`config.mk`:
```
export PLATFORM = sky130hd
export DESIGN_NAME = instr_sequencer
export DESIGN_NICKNAME = d
export VERILOG_FILES = /design/src/rtl/instr_sequencer.sv
export SDC_FILE = /design/constraint.sdc
export NUM_CORES = 1
export LEC_CHECK = 0
export CORE_MARGIN = 2
export CORE_UTILIZATION = 40
export CTS_CLUSTER_SIZE = 28
export DETAILED_ROUTE_END_ITERATION = 8
export SLEW_MARGIN = 5
export SYNTH_ARGS = -nofsm -noshare
export SYNTH_HDL_FRONTEND = slang
export SYNTH_SLANG_ARGS = --single-unit
export TNS_END_PERCENT = 5
```
`constraint.sdc`:
```
create_clock -name clk -period 2.8 [get_ports clk]
set_clock_uncertainty 0.2 [all_clocks]
set_input_delay 0.84 -clock clk [delete_from_list [all_inputs] [get_ports clk]]
set_output_delay 0.84 -clock clk [all_outputs]
set_load 0.01 [all_outputs]
```
`src/rtl/instr_sequencer.sv`:
```
// Program store and fetch sequencer: holds a small instruction RAM and issues one word at a
// time to the control FSM, advancing on its done pulse, with a watchdog on stalled execution.
module instr_sequencer #(
    parameter int OP_SIZE  = 4,
    parameter int ARG_SIZE = 3,
    parameter int ARG_NUM  = 2,
    parameter int ADDR_W   = 4,
    parameter int TIMEOUT  = 15,
    localparam int INSTR_W = OP_SIZE + ARG_NUM * ARG_SIZE
) (
    input  logic               clk,
    input  logic               rst,
    input  logic               load_en,
    input  logic [ADDR_W-1:0]  load_addr,
    input  logic [INSTR_W-1:0] load_data,
    input  logic               run,
    input  logic [ADDR_W:0]    prog_len,
    input  logic               done,
    output logic [INSTR_W-1:0] instruction,
    output logic [ADDR_W-1:0]  pc,
    output logic               busy,
    output logic               halted,
    output logic               error
);
    localparam int DEPTH = 2 ** ADDR_W;
    localparam int TW    = $clog2(TIMEOUT + 1);
    localparam int ARG_W = ARG_NUM * ARG_SIZE;

    localparam logic [OP_SIZE-1:0] OP_LOAD = OP_SIZE'(0);
    localparam logic [OP_SIZE-1:0] OP_MOVE = OP_SIZE'(1);
    localparam logic [OP_SIZE-1:0] OP_ADD  = OP_SIZE'(2);
    localparam logic [OP_SIZE-1:0] OP_XOR  = OP_SIZE'(3);
    localparam logic [OP_SIZE-1:0] OP_NOP  = OP_SIZE'(14);
    localparam logic [OP_SIZE-1:0] OP_HALT = OP_SIZE'(15);
    localparam logic [INSTR_W-1:0] NOP_WORD = {OP_NOP, {ARG_W{1'b0}}};

    typedef enum logic [1:0] {S_IDLE, S_FETCH, S_EXEC, S_HALT} state_t;

    state_t              state, state_n;
    logic [ADDR_W-1:0]   pc_n, last, last_n;
    logic [INSTR_W-1:0]  instr_n;
    logic [TW-1:0]       timer, timer_n;
    logic                error_n;
    logic                adv;

    logic [INSTR_W-1:0]  mem [DEPTH];
    logic [INSTR_W-1:0]  rd_word;
    logic [OP_SIZE-1:0]  rd_op;
    logic [ADDR_W:0]     len_m1;

    assign busy   = (state == S_FETCH) || (state == S_EXEC);
    assign halted = (state == S_HALT);

    // RAM is not reset; writes are only accepted while the sequencer is parked
    always_ff @(posedge clk) begin
        if (load_en && !busy)
            mem[load_addr] <= load_data;
    end

    assign rd_word = mem[pc];
    assign rd_op   = rd_word[INSTR_W-1 -: OP_SIZE];
    assign len_m1  = prog_len - (ADDR_W + 1)'(1);

    always_comb begin
        state_n = state;
        pc_n    = pc;
        instr_n = instruction;
        timer_n = timer;
        error_n = error;
        last_n  = last;
        adv     = 1'b0;

        case (state)
            S_IDLE, S_HALT: begin
                instr_n = NOP_WORD;
                if (run) begin
                    pc_n    = '0;
                    error_n = 1'b0;
                    timer_n = '0;
                    // lengths beyond the RAM depth stop at the last address
                    last_n  = (prog_len > (ADDR_W + 1)'(DEPTH)) ? ADDR_W'(DEPTH - 1)
                                                                 : len_m1[ADDR_W-1:0];
                    state_n = (prog_len == '0) ? S_HALT : S_FETCH;
                end
            end
            S_FETCH: begin
                case (rd_op)
                    OP_LOAD, OP_MOVE, OP_ADD, OP_XOR: begin
                        instr_n = rd_word;
                        timer_n = '0;
                        state_n = S_EXEC;
                    end
                    OP_NOP:  adv = 1'b1;
                    OP_HALT: state_n = S_HALT;
                    default: begin
                        error_n = 1'b1;
                        state_n = S_HALT;
                    end
                endcase
            end
            S_EXEC: begin
                if (done) begin
                    // NOP on the done edge keeps the FSM from re-executing the word
                    instr_n = NOP_WORD;
                    adv     = 1'b1;
                end else if (timer == TW'(TIMEOUT)) begin
                    error_n = 1'b1;
                    instr_n = NOP_WORD;
                    state_n = S_HALT;
                end else begin
                    timer_n = timer + TW'(1);
                end
            end
            default: state_n = S_IDLE;
        endcase

        if (adv) begin
            if (pc == last) begin
                state_n = S_HALT;
            end else begin
                pc_n    = pc + ADDR_W'(1);
                state_n = S_FETCH;
            end
        end
    end

    always_ff @(posedge clk or posedge rst) begin
        if (rst) begin
            state       <= S_IDLE;
            pc          <= '0;
            instruction <= NOP_WORD;
            timer       <= '0;
            error       <= 1'b0;
            last        <= '0;
        end else begin
            state       <= state_n;
            pc          <= pc_n;
            instruction <= instr_n;
            timer       <= timer_n;
            error       <= error_n;
            last        <= last_n;
        end
    end

endmodule

```
==> reports/summary.json, run 1 <==
{
  "setup_path": {
    "cpLargestDelayFamily": "compound AO/OA/AOI/OAI gates",
    "start_kind": "flip-flop",
    "worstSetupEndpointType": "flip-flop",
    "worstPathRequired_ns": 2.92,
    "worst_path_largest_cell_delay_ns": 0.50,
    "timing.rr.start": "pc[0]",
    "critical_path_depth": 8,
    "timing.reg2reg.setup_slack_ns": -0.04,
    "slowest_cell_on_the_critical_path": "sky130_fd_sc_hd__mux4_2",
    "setup.worst_path.class": "flip-flop to flip-flop",
    "setup.worst_path.start": "pc[0]",
    "data_arrival_at_the_endpoint_of_the_critical_path_ns": 2.96,
    "rr_worst_depth": 8,
    "cp_cell_instances": "buf_6 > mux4_2 > o22a_1 > o21ai_1 > or4b_4 > a211o_4 > mux2i_1 > a21o_1",
    "critical_path.endpoint": "pc[2]",
    "path_max_fanout": 8,
    "r2r-end": "pc[2]",
    "path_buf_inv": 1
  },
  "timing": {
    "layout_setup_ws_ns": -0.0372,
    "drv_slew": 0,
    "setup_viol": 1,
    "timing.final.crit_share_pct": 101,
    "setup_repair_after_global_routing_missed_its_margin": "yes",
    "timing.final.hold_violations": 0,
    "slew_headroom_pct": 63.9,
    "max_freq_mhz": 352,
    "setup_tns_ns": -0.0372,
    "final_critical_path_time_including_i_o_delays_and_setup_ns": 2.84,
    "max_slew.worst_pin.slew_ns": 0.541
  },
  "floorplan": {
    "die-width_um": 141,
    "die_y_um": 141,
    "start_util_pct": 40.6,
    "core_region_area_mm2": 0.0186,
    "pin_count": 41,
    "die_area_mm2": 0.0200,
    "num_rows": 50
  },
  "clock_tree": {
    "cts_htree_levels": 4,
    "clockBufferDepth": 2,
    "clkSlewWorstSetupHoldPaths_ns": 0.07,
    "clkLatencyLatePin_ns": 0.43,
    "cts.sink_count": 185,
    "cts_hold_buffers": 0,
    "num_cts_buffers": 17,
    "tritoncts": "yes",
    "root_buffer": "sky130_fd_sc_hd__clkbuf_16"
  },
  "synth": {
    "post_synth_instance_area_mm2": 0.00754,
    "yosysUniqueCellTypes": 47,
    "ys_ff_latch": 185,
    "post_synth_inst_count": 411,
    "synth_edf_count": 160,
    "synth.net_count": 441,
    "synth.yosys.seq_area_share_pct": 72.1,
    "synthArstFlopShare_pct": 13.5,
    "synthDominantCellAreaShare_pct": 63.7,
    "synthTopCellsByArea": "sky130_fd_sc_hd__edfxtp_1 64%, sky130_fd_sc_hd__mux4_2 11%, sky130_fd_sc_hd__dfrtp_1 7.3%",
    "yosys.cell_count.top_type": "sky130_fd_sc_hd__edfxtp_1",
    "synth_area_leader_cell": "sky130_fd_sc_hd__edfxtp_1",
    "synth-main-ff-cell": "sky130_fd_sc_hd__edfxtp_1",
    "yosys_warnings": 0,
    "synth.cells.most_frequent": "160 x sky130_fd_sc_hd__edfxtp_1, 36 x sky130_fd_sc_hd__mux4_2, 33 x sky130_fd_sc_hd__nand2_1",
    "synth.avg_cell_area_um2": 18.3
  },
  "power_and_ir_drop": {
    "p_sw_share_pct": 27.8,
    "power.ir.vdd_worst_v": 0.000452,
    "power-per-cell-area_mw_per_mm2": 823,
    "p_sw_mw": 2.13,
    "p_int_mw": 5.53,
    "clockPowerShare_pct": 31.0,
    "comb_power_share_pct": 25.8,
    "pwr-share-seq_pct": 43.2,
    "cellLeakagePower_nw": 3.19
  },
  "drt": {
    "detailroute.via_count": 3980,
    "drtIter0Drc": 301,
    "routedWlPerCell_um": 20.5,
    "routed_via_density": 5.29,
    "detail_route.wirelength_um": 15500,
    "dr.pass1.iters": 4,
    "drcViolationCount": 0,
    "antenna_violating_nets_post_route": 0
  },
  "placed_design": {
    "routabilityCongestion": 0.783,
    "buffer_ports.inserted": 40,
    "detailedPlacementHpwl_um": 10200,
    "dp_cells": 714
  },
  "final_layout": {
    "final_layout_size_suffix_gt1_share_pct": 26.4,
    "flow.area_growth_from_synthesis_pct": 23.4,
    "layout.area.seq_mm2": 0.00544,
    "multi_input_area_mm2": 0.00201,
    "layoutNonFillerInstCount": 753,
    "final_nets": 536,
    "fillcell_total": 1503,
    "diodes": 0
  },
  "grt": {
    "track_usage_pct": 16.6,
    "grt-ovfl-total": 0,
    "first_global_vias": 4064,
    "antenna_found_initial": 0,
    "grt_pass1_wl_um": 23800,
    "maximum_number_of_pins_on_one_net_before_global_route_repair": 30
  },
  "hold_path": {
    "min-delay-path-class": "flip-flop to flip-flop"
  },
  "outcome": {
    "failing_checks": "setup timing",
    "outcome": "finished with violations"
  },
  "run": {
    "cap_viol_max_count": 0
  }
}
==> worst min-delay path by stage <==
stage / endpoint / cells past startpoint / startpoint
floorplan: last[2] / 2 / last[2]
global placement: instruction[3] / 2 / instruction[3]
CTS: instruction[9] / 2 / instruction[9]
detailed placement: instruction[5] / 2 / instruction[5]
global route: instruction[2] / 2 / instruction[2]
finish: instruction[5] / 2 / instruction[5]
==> metal layers <==
metal / global-route usage [%] / wire, um / up-vias
met5: 0 / 0 / -
met4: 6.63 / 204 / 0
met3: 3.04 / 987 / 14
met2: 25.5 / 7300 / 113
met1: 23.7 / 6970 / 2013
li1: - / - / 1840
==> repair_timing <==
| item | CTS | global route |
|---|---|---|
| resized for setup | 14 | 8 |
| gates cloned | 0 | 0 |
| setup endpoints to repair | 7 | 5 |
| pin swaps | 0 | 3 |
| setup buffers | 2 | 5 |
==> power by group through the flow <==
stage / Sequential (mW) / Clock, mW / Combinational [mW]
global route: 3.33 / 2.53 / 2.18
global placement: 3.36 / 0 / 1.88
floorplan: 3.37 / 0 / 1.18
CTS: 3.31 / 2.42 / 1.95
detailed placement: 3.37 / 0 / 1.90
finish: 3.31 / 2.37 / 1.98
==> sequential cells by signal, summed over array words and instances, names as in the netlist <==
name,count
mem,160
instruction,10
last,4
pc,4
timer,4
state,2
error,1
==> logic make-up after synthesis <==
family	Yosys count	share of synthesized area (%)
buf+inv	26	1.81
xor+xnor	7	0.813
flops	185	72.1
simple gates	91	5.67
compound gates	44	3.58
fa+ha+maj	6	0.995
mux	52	15.1
==> cell usage in the layout (no fill, tap or decap), types with 3 or more instances in the layout <==
master,count
sky130_fd_sc_hd__nand3_1,13
sky130_fd_sc_hd__nor2_1,20
sky130_fd_sc_hd__edfxtp_1,160
sky130_fd_sc_hd__mux2i_1,4
sky130_fd_sc_hd__o21ai_0,18
sky130_fd_sc_hd__dfstp_2,3
sky130_fd_sc_hd__nand2b_1,5
sky130_fd_sc_hd__o21ai_1,3
sky130_fd_sc_hd__mux4_1,10
sky130_fd_sc_hd__clkinv_4,3
sky130_fd_sc_hd__xor2_1,5
sky130_fd_sc_hd__buf_12,9
sky130_fd_sc_hd__inv_1,9
sky130_fd_sc_hd__nor3_2,4
sky130_fd_sc_hd__clkinvlp_4,3
sky130_fd_sc_hd__inv_6,3
sky130_fd_sc_hd__a21oi_1,4
sky130_fd_sc_hd__nand2_1,33
sky130_fd_sc_hd__dlygate4sd2_1,3
sky130_fd_sc_hd__mux4_2,36
sky130_fd_sc_hd__clkbuf_16,17
sky130_fd_sc_hd__clkdlybuf4s50_1,37
sky130_fd_sc_hd__dfrtp_1,20
sky130_fd_sc_hd__buf_4,39
sky130_fd_sc_hd__a2bb2oi_1,5
sky130_fd_sc_hd__ha_1,6
==> through the flow <==
step	power, mW	worst slack [ns]	hold WS, ns	utilization (%)	area (um2)
CTS	7.68	-0.0724	0.285	49.8	9240
detailed placement	5.27	-0.121	0.274	46.3	8590
global placement	5.24	-0.0743	0.264	46.3	8590
finish	7.66	-0.0372	0.279	50.1	9300
floorplan	4.56	-0.120	0.258	-	7540
global route	8.04	-0.127	0.307	50.1	9300
==> worst register-to-register path: cells and delay by family (launching register included) <==
family / cells / cell delay [ns]
and+or+nand+nor: 1 / 0.49
muxes: 2 / 0.63
DFF: 1 / 0.46
AOI/OAI and AO/OA: 4 / 0.84
buffers and inverters: 1 / 0.12
==> area by class of cell <==
type	instances	share of cell area (%)
timing repair buffer	92	10.0
tap	234	3.15
clock inverter	15	1.79
clock buffer	17	4.57
multi-input combinational	200	21.6
inverter	10	0.403
sequential	185	58.4
Power figures use the tool's default switching activity.
==> run 2: changes to the inputs <==
--- a/config.mk
+++ b/config.mk
@@ -5,10 +5,12 @@
 export SDC_FILE = /design/constraint.sdc
 export NUM_CORES = 1
 export LEC_CHECK = 0
+export CORE_ASPECT_RATIO = 1.25
 export CORE_MARGIN = 2
-export CORE_UTILIZATION = 40
+export CORE_UTILIZATION = 53
 export CTS_CLUSTER_SIZE = 28
 export DETAILED_ROUTE_END_ITERATION = 8
+export PLACE_DENSITY = 0.75
 export SLEW_MARGIN = 5
 export SYNTH_ARGS = -nofsm -noshare
 export SYNTH_HDL_FRONTEND = slang
==> run 2 against run 1 <==
Compared with the run above: the run still ends with setup timing left; core utilization up 15 points; largest power group unchanged; register-to-register slack worse by 0.02 ns; first-iteration DRC count up 78%; largest cell class unchanged; via count up 2.5%; sequential power about the same; total power down 2.7%; count of clock-buffer cells in the layout up 1; hold slack better by 0.0062 ns; sequential share of layout area up 1.8 points; final cell count down 8.4%.
==> reports/summary.json, run 2 (synthesized netlist as in run 1, its figures left out) <==
{
  "clock_tree": {
    "cts_htree_levels": 4,
    "root_buffer": "sky130_fd_sc_hd__clkbuf_16",
    "cts_hold_buffers": 0,
    "num_cts_buffers": 17,
    "cts.sink_count": 185,
    "clkSlewWorstSetupHoldPaths_ns": 0.07,
    "tritoncts": "yes",
    "clockBufferDepth": 2,
    "clkLatencyLatePin_ns": 0.44
  },
  "setup_path": {
    "start_kind": "flip-flop",
    "path_max_fanout": 12,
    "data_arrival_at_the_endpoint_of_the_critical_path_ns": 2.99,
    "path_buf_inv": 1,
    "slowest_cell_on_the_critical_path": "sky130_fd_sc_hd__or4b_4",
    "setup.worst_path.class": "flip-flop to flip-flop",
    "worstPathRequired_ns": 2.93,
    "worstSetupEndpointType": "flip-flop",
    "cp_cell_instances": "buf_12 > mux4_1 > nand2_1 > and4_1 > or4b_4 > a211o_4 > mux2i_1 > a21o_1",
    "cpLargestDelayFamily": "simple AND/OR/NAND/NOR gates",
    "worst_path_largest_cell_delay_ns": 0.53
  },
  "grt": {
    "track_usage_pct": 21.7,
    "antenna_found_initial": 0,
    "grt_pass1_wl_um": 23600,
    "grt-ovfl-total": 0,
    "maximum_number_of_pins_on_one_net_before_global_route_repair": 26,
    "first_global_vias": 4211
  },
  "drt": {
    "dr.pass1.iters": 5,
    "drcViolationCount": 0,
    "drtIter0Drc": 537,
    "routedWlPerCell_um": 22.1,
    "detailroute.via_count": 4078,
    "routed_via_density": 5.91,
    "detail_route.wirelength_um": 15200,
    "antenna_violating_nets_post_route": 0
  },
  "floorplan": {
    "die-width_um": 111,
    "start_util_pct": 54.4,
    "die_area_mm2": 0.0152,
    "num_rows": 48,
    "core_region_area_mm2": 0.0139,
    "die_y_um": 137,
    "pin_count": 41
  },
  "final_layout": {
    "layout_common_cells": "160 x sky130_fd_sc_hd__edfxtp_1, 46 x sky130_fd_sc_hd__buf_4, 38 x sky130_fd_sc_hd__clkdlybuf4s50_1",
    "final_layout_size_suffix_gt1_share_pct": 25.4,
    "layout.area.seq_mm2": 0.00544,
    "utilization_pct": 65.0,
    "layout.cells.most_common": "sky130_fd_sc_hd__edfxtp_1",
    "flow.area_growth_from_synthesis_pct": 19.7,
    "multi_input_area_mm2": 0.00201,
    "largest_registers": "mem: 160 flops, instruction: 10 flops",
    "fillcell_total": 940,
    "layoutNonFillerInstCount": 690,
    "register_ranked_first_by_flip_flop_count": "mem",
    "diodes": 0,
    "final_nets": 532,
    "number_of_flip_flops_in_the_largest_register": 160,
    "finish.instance_area_mm2": 0.00902
  },
  "outcome": {
    "failing_checks": "setup timing",
    "outcome": "finished with violations"
  },
  "timing": {
    "layout_setup_ws_ns": -0.0621,
    "setup_tns_ns": -0.0621,
    "drv_slew": 0,
    "slew_headroom_pct": 65.2,
    "timing.final.hold_violations": 0,
    "timing.final.crit_share_pct": 102,
    "max_slew.worst_pin.slew_ns": 0.520,
    "final_critical_path_time_including_i_o_delays_and_setup_ns": 2.86,
    "setup_viol": 1,
    "setup_repair_after_global_routing_missed_its_margin": "yes",
    "max_freq_mhz": 349
  },
  "power_and_ir_drop": {
    "power-per-cell-area_mw_per_mm2": 825,
    "power.ir.vdd_worst_v": 0.000602,
    "cellLeakagePower_nw": 3.12
  },
  "run": {
    "cap_viol_max_count": 0
  },
  "hold_path": {
    "min-delay-path-class": "flip-flop to flip-flop"
  },
  "placed_design": {
    "placedInstanceArea_mm2": 0.00843,
    "dp_cells": 656,
    "routabilityCongestion": 0.785,
    "detailedPlacementHpwl_um": 10100,
    "buffer_ports.inserted": 40
  }
}
-- run 2: worst register-to-register path, cell delays in order, from the launching register on --
cell	delay, ns
sky130_fd_sc_hd__dfrtp_2	0.46
sky130_fd_sc_hd__buf_12	0.17
sky130_fd_sc_hd__mux4_1	0.37
sky130_fd_sc_hd__nand2_1	0.08
sky130_fd_sc_hd__and4_1	0.23
sky130_fd_sc_hd__or4b_4	0.53
sky130_fd_sc_hd__a211o_4	0.38
sky130_fd_sc_hd__mux2i_1	0.13
sky130_fd_sc_hd__a21o_1	0.19
-- run 2: layout make-up --
| cell class | instances | area share, % |
|---|---|---|
| clock buffer | 18 | 4.76 |
| clock inverter | 14 | 1.16 |
| inverter | 10 | 0.416 |
| multi-input combinational | 200 | 22.3 |
| sequential | 185 | 60.2 |
| tap | 175 | 2.43 |
| timing repair buffer | 88 | 8.68 |
-- run 2: path summary, 6_finish.rpt --
kind | start | to | slack, ns | cells past startpoint
setup reg to reg | pc[0] | pc[2] | -0.06 | 8
setup / recovery | pc[0] | pc[2] | -0.06 | 8
max in group asynchronous | rst | instruction[9] | 1.54 | 3
hold reg to reg | instruction[6] | instruction[6] | 0.29 | 2
hold / removal | instruction[6] | instruction[6] | 0.29 | 2
min in group asynchronous | rst | instruction[0] | 0.56 | 3
-- run 2: where the power goes --
group	switching, mW	internal (mW)
logic	0.982	0.958
clock network	0.986	1.21
registers	0.104	3.21
-- run 2: repair_timing --
item / CTS / global route
resized for setup: 10 / 9
setup buffers: 1 / 1
pin swaps: 0 / 1
setup endpoints to repair: 5 / 18
-- run 2: layer usage --
layer  up-vias  global-route usage, %  share of wire (%)
met2       163                   36.4                 50
li1       1828                      -                  -
met5         -                      0                  0
met1      2061                   27.3                 41
met3        26                   5.59                6.3
met4         0                   9.03                2.6
-- run 2: through the flow --
stage	hold slack, ns	power (mW)	setup slack (ns)
floorplan	0.258	4.56	-0.120
global placement	0.264	5.17	-0.0311
detailed placement	0.274	5.24	-0.0847
CTS	0.289	7.44	-0.0763
global route	0.319	7.78	-0.141
finish	0.286	7.45	-0.0621
